### src/rtl/mod_exp_ctrl_if.sv
// Host and mon_prod signal bundle for the modular exponentiation sequencer.
// The controller takes the master modport and the host/mon_prod side takes the slave modport.
interface mod_exp_ctrl_if #(
  parameter int BITLEN     = 256,
  parameter int LOG_BITLEN = 8
);
  // Handshakes: go is a one-cycle request honoured only while idle, and busy
  // stays high from acceptance until done. mp_start is a one-cycle request to
  // mon_prod. mp_stop is a level that is only trusted once the controller has
  // waited a cycle after mp_start, because it can still be high from the
  // previous op.
  logic                  go;
  logic [BITLEN-1:0]     exponent;
  logic [LOG_BITLEN:0]   exp_len;
  logic                  busy;
  logic                  done;
  logic                  mp_start;
  logic [1:0]            mp_op_code;
  logic [LOG_BITLEN:0]   mp_count;
  logic                  mp_stop;
  logic [LOG_BITLEN+1:0] n_ops;

  modport master (
    input  go, exponent, exp_len, mp_stop,
    output busy, done, mp_start, mp_op_code, mp_count, n_ops
  );

  modport slave (
    output go, exponent, exp_len, mp_stop,
    input  busy, done, mp_start, mp_op_code, mp_count, n_ops
  );
endinterface

### src/rtl/mod_exp_ctrl.sv
// Left-to-right square-and-multiply sequencer that issues OPXX/OPXM/OPX1 to mon_prod.
// Square and multiply act on x_bar in memory; the closing OPX1 brings the result out of Montgomery form.
module mod_exp_ctrl #(
  parameter int BITLEN     = 256,
  parameter int LOG_BITLEN = 8,
  parameter int MP_COUNT   = 256
) (
  input  logic                clk,
  input  logic                rst_n,
  mod_exp_ctrl_if.master      bus,
  output logic [2:0]          fsm_state
);

  typedef enum logic [2:0] {
    S_IDLE  = 3'd0,
    S_ISSUE = 3'd1,
    S_ARM   = 3'd2,
    S_WAIT  = 3'd3,
    S_NEXT  = 3'd4,
    S_DONE  = 3'd5
  } state_t;

  typedef enum logic [1:0] {
    PH_SQ   = 2'd0,
    PH_MUL  = 2'd1,
    PH_CONV = 2'd2
  } phase_t;

  localparam logic [1:0]          OP_XX   = 2'd0;
  localparam logic [1:0]          OP_XM   = 2'd1;
  localparam logic [1:0]          OP_X1   = 2'd2;
  localparam logic [LOG_BITLEN:0] LEN_MAX = (LOG_BITLEN+1)'(BITLEN);

  state_t                state;
  phase_t                phase;
  logic [BITLEN-1:0]     e_reg;
  logic [LOG_BITLEN-1:0] bit_idx;
  logic [LOG_BITLEN:0]   exp_eff;
  logic [LOG_BITLEN-1:0] first_idx;

  // Lengths beyond the operand width are clamped so the top bit index stays in range.
  always_comb begin
    exp_eff   = (bus.exp_len > LEN_MAX) ? LEN_MAX : bus.exp_len;
    first_idx = LOG_BITLEN'(exp_eff - 1'b1);
  end

  assign bus.mp_count = (LOG_BITLEN+1)'(MP_COUNT);
  assign fsm_state    = state;

  always_ff @(posedge clk or negedge rst_n) begin
    if (!rst_n) begin
      state          <= S_IDLE;
      phase          <= PH_SQ;
      e_reg          <= '0;
      bit_idx        <= '0;
      bus.busy       <= 1'b0;
      bus.done       <= 1'b0;
      bus.mp_start   <= 1'b0;
      bus.mp_op_code <= OP_XX;
      bus.n_ops      <= '0;
    end else begin
      case (state)
        S_IDLE: begin
          bus.done <= 1'b0;
          if (bus.go) begin
            e_reg        <= bus.exponent;
            bus.busy     <= 1'b1;
            bus.n_ops    <= '0;
            bus.mp_start <= 1'b1;
            state        <= S_ISSUE;
            if (exp_eff == '0) begin
              bus.mp_op_code <= OP_X1;
              phase          <= PH_CONV;
            end else begin
              bit_idx        <= first_idx;
              bus.mp_op_code <= OP_XX;
              phase          <= PH_SQ;
            end
          end
        end

        S_ISSUE: begin
          bus.mp_start <= 1'b0;
          bus.n_ops    <= bus.n_ops + 1'b1;
          state        <= S_ARM;
        end

        // mp_stop may still be left over from the previous op, so it is not looked at here.
        S_ARM: state <= S_WAIT;

        S_WAIT: begin
          if (bus.mp_stop) state <= S_NEXT;
        end

        S_NEXT: begin
          if (phase == PH_CONV) begin
            bus.busy <= 1'b0;
            bus.done <= 1'b1;
            state    <= S_DONE;
          end else begin
            bus.mp_start <= 1'b1;
            state        <= S_ISSUE;
            if (phase == PH_SQ && e_reg[bit_idx]) begin
              bus.mp_op_code <= OP_XM;
              phase          <= PH_MUL;
            end else if (bit_idx == '0) begin
              bus.mp_op_code <= OP_X1;
              phase          <= PH_CONV;
            end else begin
              bit_idx        <= bit_idx - 1'b1;
              bus.mp_op_code <= OP_XX;
              phase          <= PH_SQ;
            end
          end
        end

        S_DONE: begin
          bus.done <= 1'b0;
          state    <= S_IDLE;
        end

        default: state <= S_IDLE;
      endcase
    end
  end

endmodule

### src/flat_wrapper.sv
// flat-port wrapper written by rule: the top's interface ports become plain ports
module mod_exp_ctrl_flat 
#(
  parameter int BITLEN     = 256,
  parameter int LOG_BITLEN = 8,
  parameter int MP_COUNT   = 256
)
  (clk, rst_n, fsm_state, bus_go, bus_exponent, bus_exp_len, bus_mp_stop, bus_busy, bus_done, bus_mp_start, bus_mp_op_code, bus_mp_count, bus_n_ops);
  mod_exp_ctrl_if #(.BITLEN(BITLEN), .LOG_BITLEN(LOG_BITLEN)) bus_i ();
  input  logic clk;
  input  logic rst_n;
  output logic [2:0] fsm_state;
  input wire logic [$bits(bus_i.go)-1:0] bus_go;
  input wire logic [$bits(bus_i.exponent)-1:0] bus_exponent;
  input wire logic [$bits(bus_i.exp_len)-1:0] bus_exp_len;
  input wire logic [$bits(bus_i.mp_stop)-1:0] bus_mp_stop;
  output wire logic [$bits(bus_i.busy)-1:0] bus_busy;
  output wire logic [$bits(bus_i.done)-1:0] bus_done;
  output wire logic [$bits(bus_i.mp_start)-1:0] bus_mp_start;
  output wire logic [$bits(bus_i.mp_op_code)-1:0] bus_mp_op_code;
  output wire logic [$bits(bus_i.mp_count)-1:0] bus_mp_count;
  output wire logic [$bits(bus_i.n_ops)-1:0] bus_n_ops;
  assign bus_i.go = bus_go;
  assign bus_i.exponent = bus_exponent;
  assign bus_i.exp_len = bus_exp_len;
  assign bus_i.mp_stop = bus_mp_stop;
  assign bus_busy = bus_i.busy;
  assign bus_done = bus_i.done;
  assign bus_mp_start = bus_i.mp_start;
  assign bus_mp_op_code = bus_i.mp_op_code;
  assign bus_mp_count = bus_i.mp_count;
  assign bus_n_ops = bus_i.n_ops;
  mod_exp_ctrl #(.BITLEN(BITLEN), .LOG_BITLEN(LOG_BITLEN), .MP_COUNT(MP_COUNT)) u_core (.clk(clk), .rst_n(rst_n), .bus(bus_i), .fsm_state(fsm_state));
endmodule
### config.mk
export PLATFORM = sky130hd
export DESIGN_NAME = mod_exp_ctrl_flat
export DESIGN_NICKNAME = d
export VERILOG_FILES = /design/src/rtl/mod_exp_ctrl_if.sv /design/src/rtl/mod_exp_ctrl.sv /design/src/flat_wrapper.sv
export SDC_FILE = /design/constraint.sdc
export NUM_CORES = 1
export LEC_CHECK = 0
export ABC_CLOCK_PERIOD_IN_PS = 3700
export BUFFER_PORTS_ARGS = -buffer_cell sky130_fd_sc_hd__buf_2
export CAP_MARGIN = 30
export CORE_UTILIZATION = 40
export CTS_BUF_LIST = sky130_fd_sc_hd__clkbuf_4
export DETAILED_ROUTE_END_ITERATION = 10
export HOLD_SLACK_MARGIN = 0.12
export MAX_ROUTING_LAYER = met4
export SLEW_MARGIN = 15
export SYNTH_ARGS = -nofsm -noshare
export SYNTH_HDL_FRONTEND = slang
export SYNTH_SLANG_ARGS = --single-unit
export TNS_END_PERCENT = 1
### constraint.sdc
create_clock -name clk -period 3.7 [get_ports clk]
set_input_delay 0.74 -clock clk [delete_from_list [all_inputs] [get_ports clk]]
set_output_delay 0.74 -clock clk [all_outputs]
set_load 0.05 [all_outputs]
==> results of run 1 <==
-- stage by stage --
step                      total power, mW  std cells  setup slack (ns)  util, %
final                                13.5       2259             0.288     49.6
after global routing                 14.5       2259            0.0763     49.6
after CTS                            13.6       2255             0.225     49.6
after detailed placement             10.8       2124             0.293     46.7
after global placement               10.7       2124             0.358     46.7
after floorplan                      9.15       1465             0.574        -
-- worst min-delay path, stage by stage --
cell and delay (ns):
buf_2 0.07, nand2_1 0.04, nand2_1 0.04
-- report_power, final --
part	internal, mW	switching, mW
Sequential	4.50	1.05
Combinational	2.34	2.87
Clock	1.43	1.29
Total	8.27	5.20
-- kinds of logic after synthesis --
kind of cell	after synthesis	synth area share, %
mux	91	12.5
flops	282	52.8
fa+ha+maj	2	0.187
compound gates	67	3.76
xor+xnor	6	0.393
buf+inv	104	3.62
simple gates	904	26.7
other cells	2	0.0562
-- placed cells by master, fill, tap and decap left out, types with 11 or more instances in the layout --
cell type,synthesis,layout
nor3_1,14,14
nor2_1,22,22
buf_4,12,20
mux4_2,59,59
clkinv_1,0,11
buf_2,8,285
o21ai_0,20,20
nand3_1,13,13
dfrtp_1,282,280
clkbuf_4,0,109
nand2_1,806,805
mux2i_1,25,25
nor2b_1,12,12
-- worst paths after layout --
path	start	end	slack (ns)	cells after the start
hold reg to reg	u_core.e_reg[22]	u_core.e_reg[22]	0.47	2
hold / removal	bus_exponent[42]	u_core.e_reg[42]	0.23	3
setup / recovery	u_core.bit_idx[0]	u_core.bit_idx[5]	0.29	9
setup reg to reg	u_core.bit_idx[0]	u_core.bit_idx[5]	0.29	9
min in group asynchronous	rst_n	u_core.e_reg[128]	0.65	2
max in group asynchronous	rst_n	u_core.e_reg[45]	2.07	3
-- repair_timing --
action	4_1_cts	5_1_grt
setup buffers	0	0
endpoints found under the hold margin	81	0
hold buffers	1	0
gates resized for setup	0	0
-- routing by layer --
metal	vias up	part of all wire, %
li1	5381	-
met1	5306	45
met2	416	46
met3	77	6.6
met4	0	2.3
met5	-	0
-- cell type report --
cell class              instances  area [um^2]  area share (%)
clock buffers                 109          818            5.04
flip-flops and latches        282         7060            43.5
inverters                       6         22.5           0.139
multi-input cells            1079         5850            36.0
clock inverters                21          133           0.817
repair buffers                316         1780            11.0
well taps                     442          553            3.41
diodes                          4         10.0          0.0617
==> qor.yml, run 1 <==
global_routing:
  grt-busiest-layer: "met2"
  use_met3_pct: 4.78
  antenna_found_initial: 5
  grt_max_degree: 162
  grt_usage_pct: 23.5
  grt_use_met2_pct: 35.6
  grt_first_pass_wirelength_um: 59400
  grt_overflow_total: 0
  grt_pass1_vias: 11300
  use_met1_pct: 31.7
sta:
  timing.final.crit_period_ns: 3.41
  fin_setup_tns_ns: 0
  fmax_mhz: 293
  final-max-slew-violation-count: 0
  finalCritPeriodShare_pct: 92.2
  grt_setup_unrepaired: "no"
  holdWs_ns: 0.231
  relSlewSlack_pct: 47.2
  hold_viol_final: 0
  worst_pin_slew_ns: 0.781
  setup_violations: 0
  skew_ns: 0.0502
clock_tree:
  cts_tree: "done"
  cts_made_buffers: 77
  clockRootBuffer: "clkbuf_4"
  htree_num_levels: 3
  clk-insertion-delay-late_ns: 0.70
  clock-sinks: 282
  clk_transition_reported_paths_ns: 0.06
  cts_max_path_buffers: 3
placement:
  io_buffers: 286
  place.gp.congestion: 0.920
  dp_hpwl_um: 27100
  placed_area_um2: 15300
layout:
  drive_above_1_share_pct: 28.2
  layout.nets: 2033
  final_cell_area_um2: 16200
  fillers: 3228
  syn_to_final_growth_pct: 21.6
  largest_reg_flops: 256
critical_path:
  critPathMaxFanout: 37
  critPathBufInv: 2
  critPathKind: "register to register"
  crit_chain: "buf_12, buf_4, mux4_2, a2111oi_0, nand2_1, nor4b_1, o31ai_4, o31ai_4, mux2_4"
  critPathTopFamily: "compound AO/OA/AOI/OAI gates"
  crit_required_ns: 4.24
  max_stage_delay_ns: 0.58
  crit_arrival_ns: 3.96
  end_kind: "register"
  cpMaxStageDelayCell: "dfrtp_4"
  cpMostUsedCell: "o31ai_4"
  startpoint_type: "register"
drt:
  routed_wl_um: 37500
  drt-wirelength-per-cell_um: 16.6
  drc: 0
  num_vias: 11200
  drt_iter0_drc: 715
  viasPerCell: 4.95
  final_antenna_net_count: 0
  first_pass_iters: 5
yosys:
  synth.area.top_cells: "dfrtp_1, nand2_1, mux4_2, clkbuf_1, mux2i_1"
  synth_area_um2: 13400
  yosysTopAreaCell: "dfrtp_1"
  seq_area_frac_synth_pct: 52.8
  ys_seq_elements: 282
  async_flop_share_pct: 100
  synthCells: 1458
  synth.top_cell.area_share_pct: 52.8
  synth_area_per_cell_um2: 9.16
  synth-edff-count: 0
  synth_top_cells_by_count: "nand2_1, dfrtp_1, clkbuf_1, mux4_2, mux2i_1"
  yosys_most_used_dff: "dfrtp_1"
  yosysMostFrequentCell: "nand2_1"
  ys_warn_count: 0
  synth_cell_types: 55
pwr:
  ir_drop_v: 0.000288
  powerDensity_nw_per_um2: 830
  p_leak_nw: 8.65
floorplan:
  start_util_pct: 40.8
  num_rows: 66
  dieArea_um2: 34100
  fp.dieW_um: 185
  die_h_um: 185
  core_region_area_um2: 32700
  ioPinCount: 296
flow_run:
  drv_cap: 0
hold_path:
  hold_path_class: "input pin to register"
outcome:
  outcome: "finished clean"
Power figures use the tool's default switching activity.
==> run 2: changes to the inputs <==
Settings changed: ABC_AREA from default to 1, CAP_MARGIN 30 to 20.
==> run 2 against run 1 <==
Against the previous run:
- register-to-register slack gained 0.61 ns
- sequential power shrank 5.8%
- non-clock buffer count shrank 5
- synthesized cell count grew 30%
- count of clock-buffer cells in the layout grew 2
- synthesized area grew 4.3%
- first-iteration DRC count grew 25%
- critical path type unchanged
- sequential share of layout area shrank 0.94 points
- combinational power grew 17%
- utilization shrank 0.66 points
- power grew 4.0%
- final area grew 2.2%
==> qor.yml, run 2 <==
yosys:
  async_flop_share_pct: 100  # unchanged
  synth-edff-count: 0  # unchanged
  synth.top_cell.area_share_pct: 50.7  # -2.2 points
  synthMuxAreaShare_pct: 0  # -12 points
  yosys_most_used_dff: "dfrtp_1"
  synth-simple-area-share_pct: 31.1  # +4.4 points
  synthXorXnorAreaFrac_pct: 0.314  # -0.079 points
  synth-compound-area-share_pct: 8.65  # +4.9 points
  synth.area.top_cells: "dfrtp_1, nand2_1, o21ai_0, nand3_1, inv_1"
  synth_top_family_by_area: "simple AND/OR/NAND/NOR gates"
  seq_area_frac_synth_pct: 50.7  # -2.2 points
  synth_cell_types: 38  # -31%
  synthAdderAreaFrac_pct: 0.180  # -0.0077 points
  synth_area_um2: 13900  # +4.3%
  ys_seq_elements: 282  # unchanged
  yosysTopAreaCell: "dfrtp_1"
  ys_warn_count: 0  # unchanged
  yosysMostFrequentCell: "nand2_1"
  synth_area_per_cell_um2: 7.34  # -20%
  synth_top_cells_by_count: "nand2_1, dfrtp_1, inv_1, o21ai_0, nand3_1"
  synthCells: 1898  # +30%
placement:
  dp_hpwl_um: 28200  # +4.2%
  place.gp.congestion: 0.835  # -9.3%
  io_buffers: 286  # unchanged
critical_path:
  critPathKind: "register to register"
  r2r-start: "u_core.bit_idx[0]"
  cpMostUsedCell: "nand2_1"
  reg2reg_depth: 14  # +5
  cpMaxStageDelayCell: "buf_12"
  critPathMaxFanout: 167  # +350%
  max_stage_delay_ns: 0.49  # -0.09 ns
  crit_chain: "buf_12, o21ai_0, nand2_1, nand3_1, nor2_1, nor2_1, a21oi_1, nand2_1, nand3_1, nand2_2, nand3_4, nand2_4, nand2_1, nand2_1"
  crit_start: "u_core.bit_idx[0]"
  end_kind: "register"
  crit_arrival_ns: 3.39  # -0.57 ns
  startpoint_type: "register"
  timing.rr.end: "u_core.bit_idx[6]"
  crit_required_ns: 4.28  # +0.04 ns
  r2r_setup_slack_ns: 0.89  # +0.61 ns
clock_tree:
  cts_setup_buffers: 0  # unchanged
  clk-insertion-delay-late_ns: 0.71  # about the same
  clock-sinks: 282  # unchanged
  clk_transition_reported_paths_ns: 0.07  # about the same
  cts_max_path_buffers: 3  # unchanged
  clockRootBuffer: "clkbuf_4"
  cts_made_buffers: 79  # +2.6%
  cts_tree: "done"
  htree_num_levels: 3  # unchanged
sta:
  relSlewSlack_pct: 39.7  # -7.5 points
  grt_setup_unrepaired: "no"
  hold_viol_final: 0  # unchanged
  worst_pin_slew_ns: 0.905  # +0.124 ns
  finalCritPeriodShare_pct: 75.9  # -16 points
  fmax_mhz: 356  # +22%
  skew_ns: 0.0364  # -0.0138 ns
  setup_violations: 0  # unchanged
  timing.final.crit_period_ns: 2.81  # -0.605 ns
  fin_setup_tns_ns: 0  # unchanged
  final-max-slew-violation-count: 0  # unchanged
hold_path:
  worstHoldEndpoint: "u_core.e_reg[34]"
  worstHoldStart: "bus_exponent[34]"
  hold_path_class: "input pin to register"
  whs_path_depth: 3  # unchanged
pwr:
  powerDensity_nw_per_um2: 845  # +1.8%
  ir_drop_v: 0.000544  # +89%
  power_mw: 14.0  # +4.0%
  p_leak_nw: 8.94  # +3.3%
drt:
  num_vias: 13000  # +16%
  final_antenna_net_count: 0  # unchanged
  viasPerCell: 4.86  # -1.9%
  drt-wirelength-per-cell_um: 15.6  # -5.9%
  drc: 0  # unchanged
  routed_wl_um: 41800  # +11%
  first_pass_iters: 7  # +2
  drt_iter0_drc: 893  # +25%
layout:
  final_cell_mix: "nand2_1, buf_2, dfrtp_1, inv_1, o21ai_0"
  syn_to_final_growth_pct: 19.1
  final_common_cell: "nand2_1"
  layout.nets: 2453  # +21%
  largest_reg_flops: 256  # unchanged
  drive_above_1_share_pct: 20.0  # -8.2 points
floorplan:
  start_util_pct: 41.1  # +0.29 points
  ioPinCount: 296  # unchanged
  dieArea_um2: 35600  # +4.3%
  num_rows: 67  # +1.5%
  die_h_um: 189  # +2.1%
  core_region_area_um2: 33900  # +3.6%
  fp.dieW_um: 189  # +2.1%
global_routing:
  antenna_found_initial: 3  # -2
  grt_first_pass_wirelength_um: 67900  # +14%
  grt_overflow_total: 0  # unchanged
  grt_max_degree: 168  # +3.7%
  grt_usage_pct: 24.8  # +1.3 points
  grt_pass1_vias: 13100  # +16%
outcome:
  outcome: "finished clean"
flow_run:
  drv_cap: 0  # unchanged
-- run 2: cell count changes after synthesis, sizes merged, moves of 28 or more --
cell,delta
o21ai,+147
nand3,+132
nand2,+68
mux4,-59
buf,+28
inv,+176
-- run 2: routing by layer --
metal | part of all wire, % | GRT usage, % | vias up
li1 | - | - | 6473
met1 | 46 | 33.5 | 5997
met2 | 44 | 36.9 | 445
met3 | 6.9 | 4.82 | 82
met4 | 2.8 | 8.93 | 0
met5 | 0 | - | -
-- run 2: cell type report --
cell class	instances	area [um^2]
clock buffers	111	833
repair buffers	311	1710
diodes	3	7.51
well taps	448	561
inverters	183	696
multi-input cells	1325	5640
flip-flops and latches	282	7060
clock inverters	14	80.1
fillers	3485	17300
-- run 2: cells by family (layout without fill, tap and decap cells) --
kind of cell / after synthesis / after routing
xor+xnor: 5 / 5
other cells: 2 / 12
compound gates: 226 / 226
simple gates: 1083 / 1083
fa+ha+maj: 2 / 2
flops: 282 / 282
buf+inv: 298 / 619
-- run 2: repair_timing --
action	4_1_cts	5_1_grt
hold endpoints to repair	85	0
endpoints found under the setup margin	0	0
resized for setup	0	0
hold buffers	1	0
-- run 2: worst max-delay path: cells and delay by family, from the launching register on --
| family | cells | cell delay [ns] |
|---|---|---|
| simple gates | 11 | 1.02 |
| compound gates | 2 | 0.52 |
| buf+inv | 1 | 0.49 |
| flops | 1 | 0.44 |
-- run 2: how the worst max path moves through the flow --
| stage | end | slack, ns | cells after the start |
|---|---|---|---|
| final | u_core.bit_idx[6] | 0.89 | 14 |
| after global routing | u_core.bit_idx[4] | 0.71 | 17 |
| after CTS | u_core.bit_idx[0] | 0.99 | 15 |
| after detailed placement | u_core.bus.n_ops[2] | 0.92 | 5 |
| after global placement | u_core.bus.n_ops[1] | 0.98 | 5 |
| after floorplan | u_core.bit_idx[6] | 1.46 | 10 |
-- run 2: per-stage QoR --
| step | setup slack [ns] | hold WS, ns | instance area [um^2] | util, % | std cells |
|---|---|---|---|---|---|
| after detailed placement | 0.923 | 0.454 | 15700 | 46.2 | 2548 |
| after global placement | 0.979 | 0.458 | 15700 | 46.2 | 2548 |
| final | 0.894 | 0.240 | 16600 | 49.0 | 2677 |
| after floorplan | 1.46 | 0.443 | 14000 | - | 1905 |
| after global routing | 0.712 | 0.199 | 16600 | 49.0 | 2677 |
| after CTS | 0.991 | 0.171 | 16600 | 49.0 | 2674 |
-- run 2: power by group --
part / internal, mW / switching, mW
logic: 1.95 / 4.14
registers: 4.52 / 0.711
clock network: 1.43 / 1.27
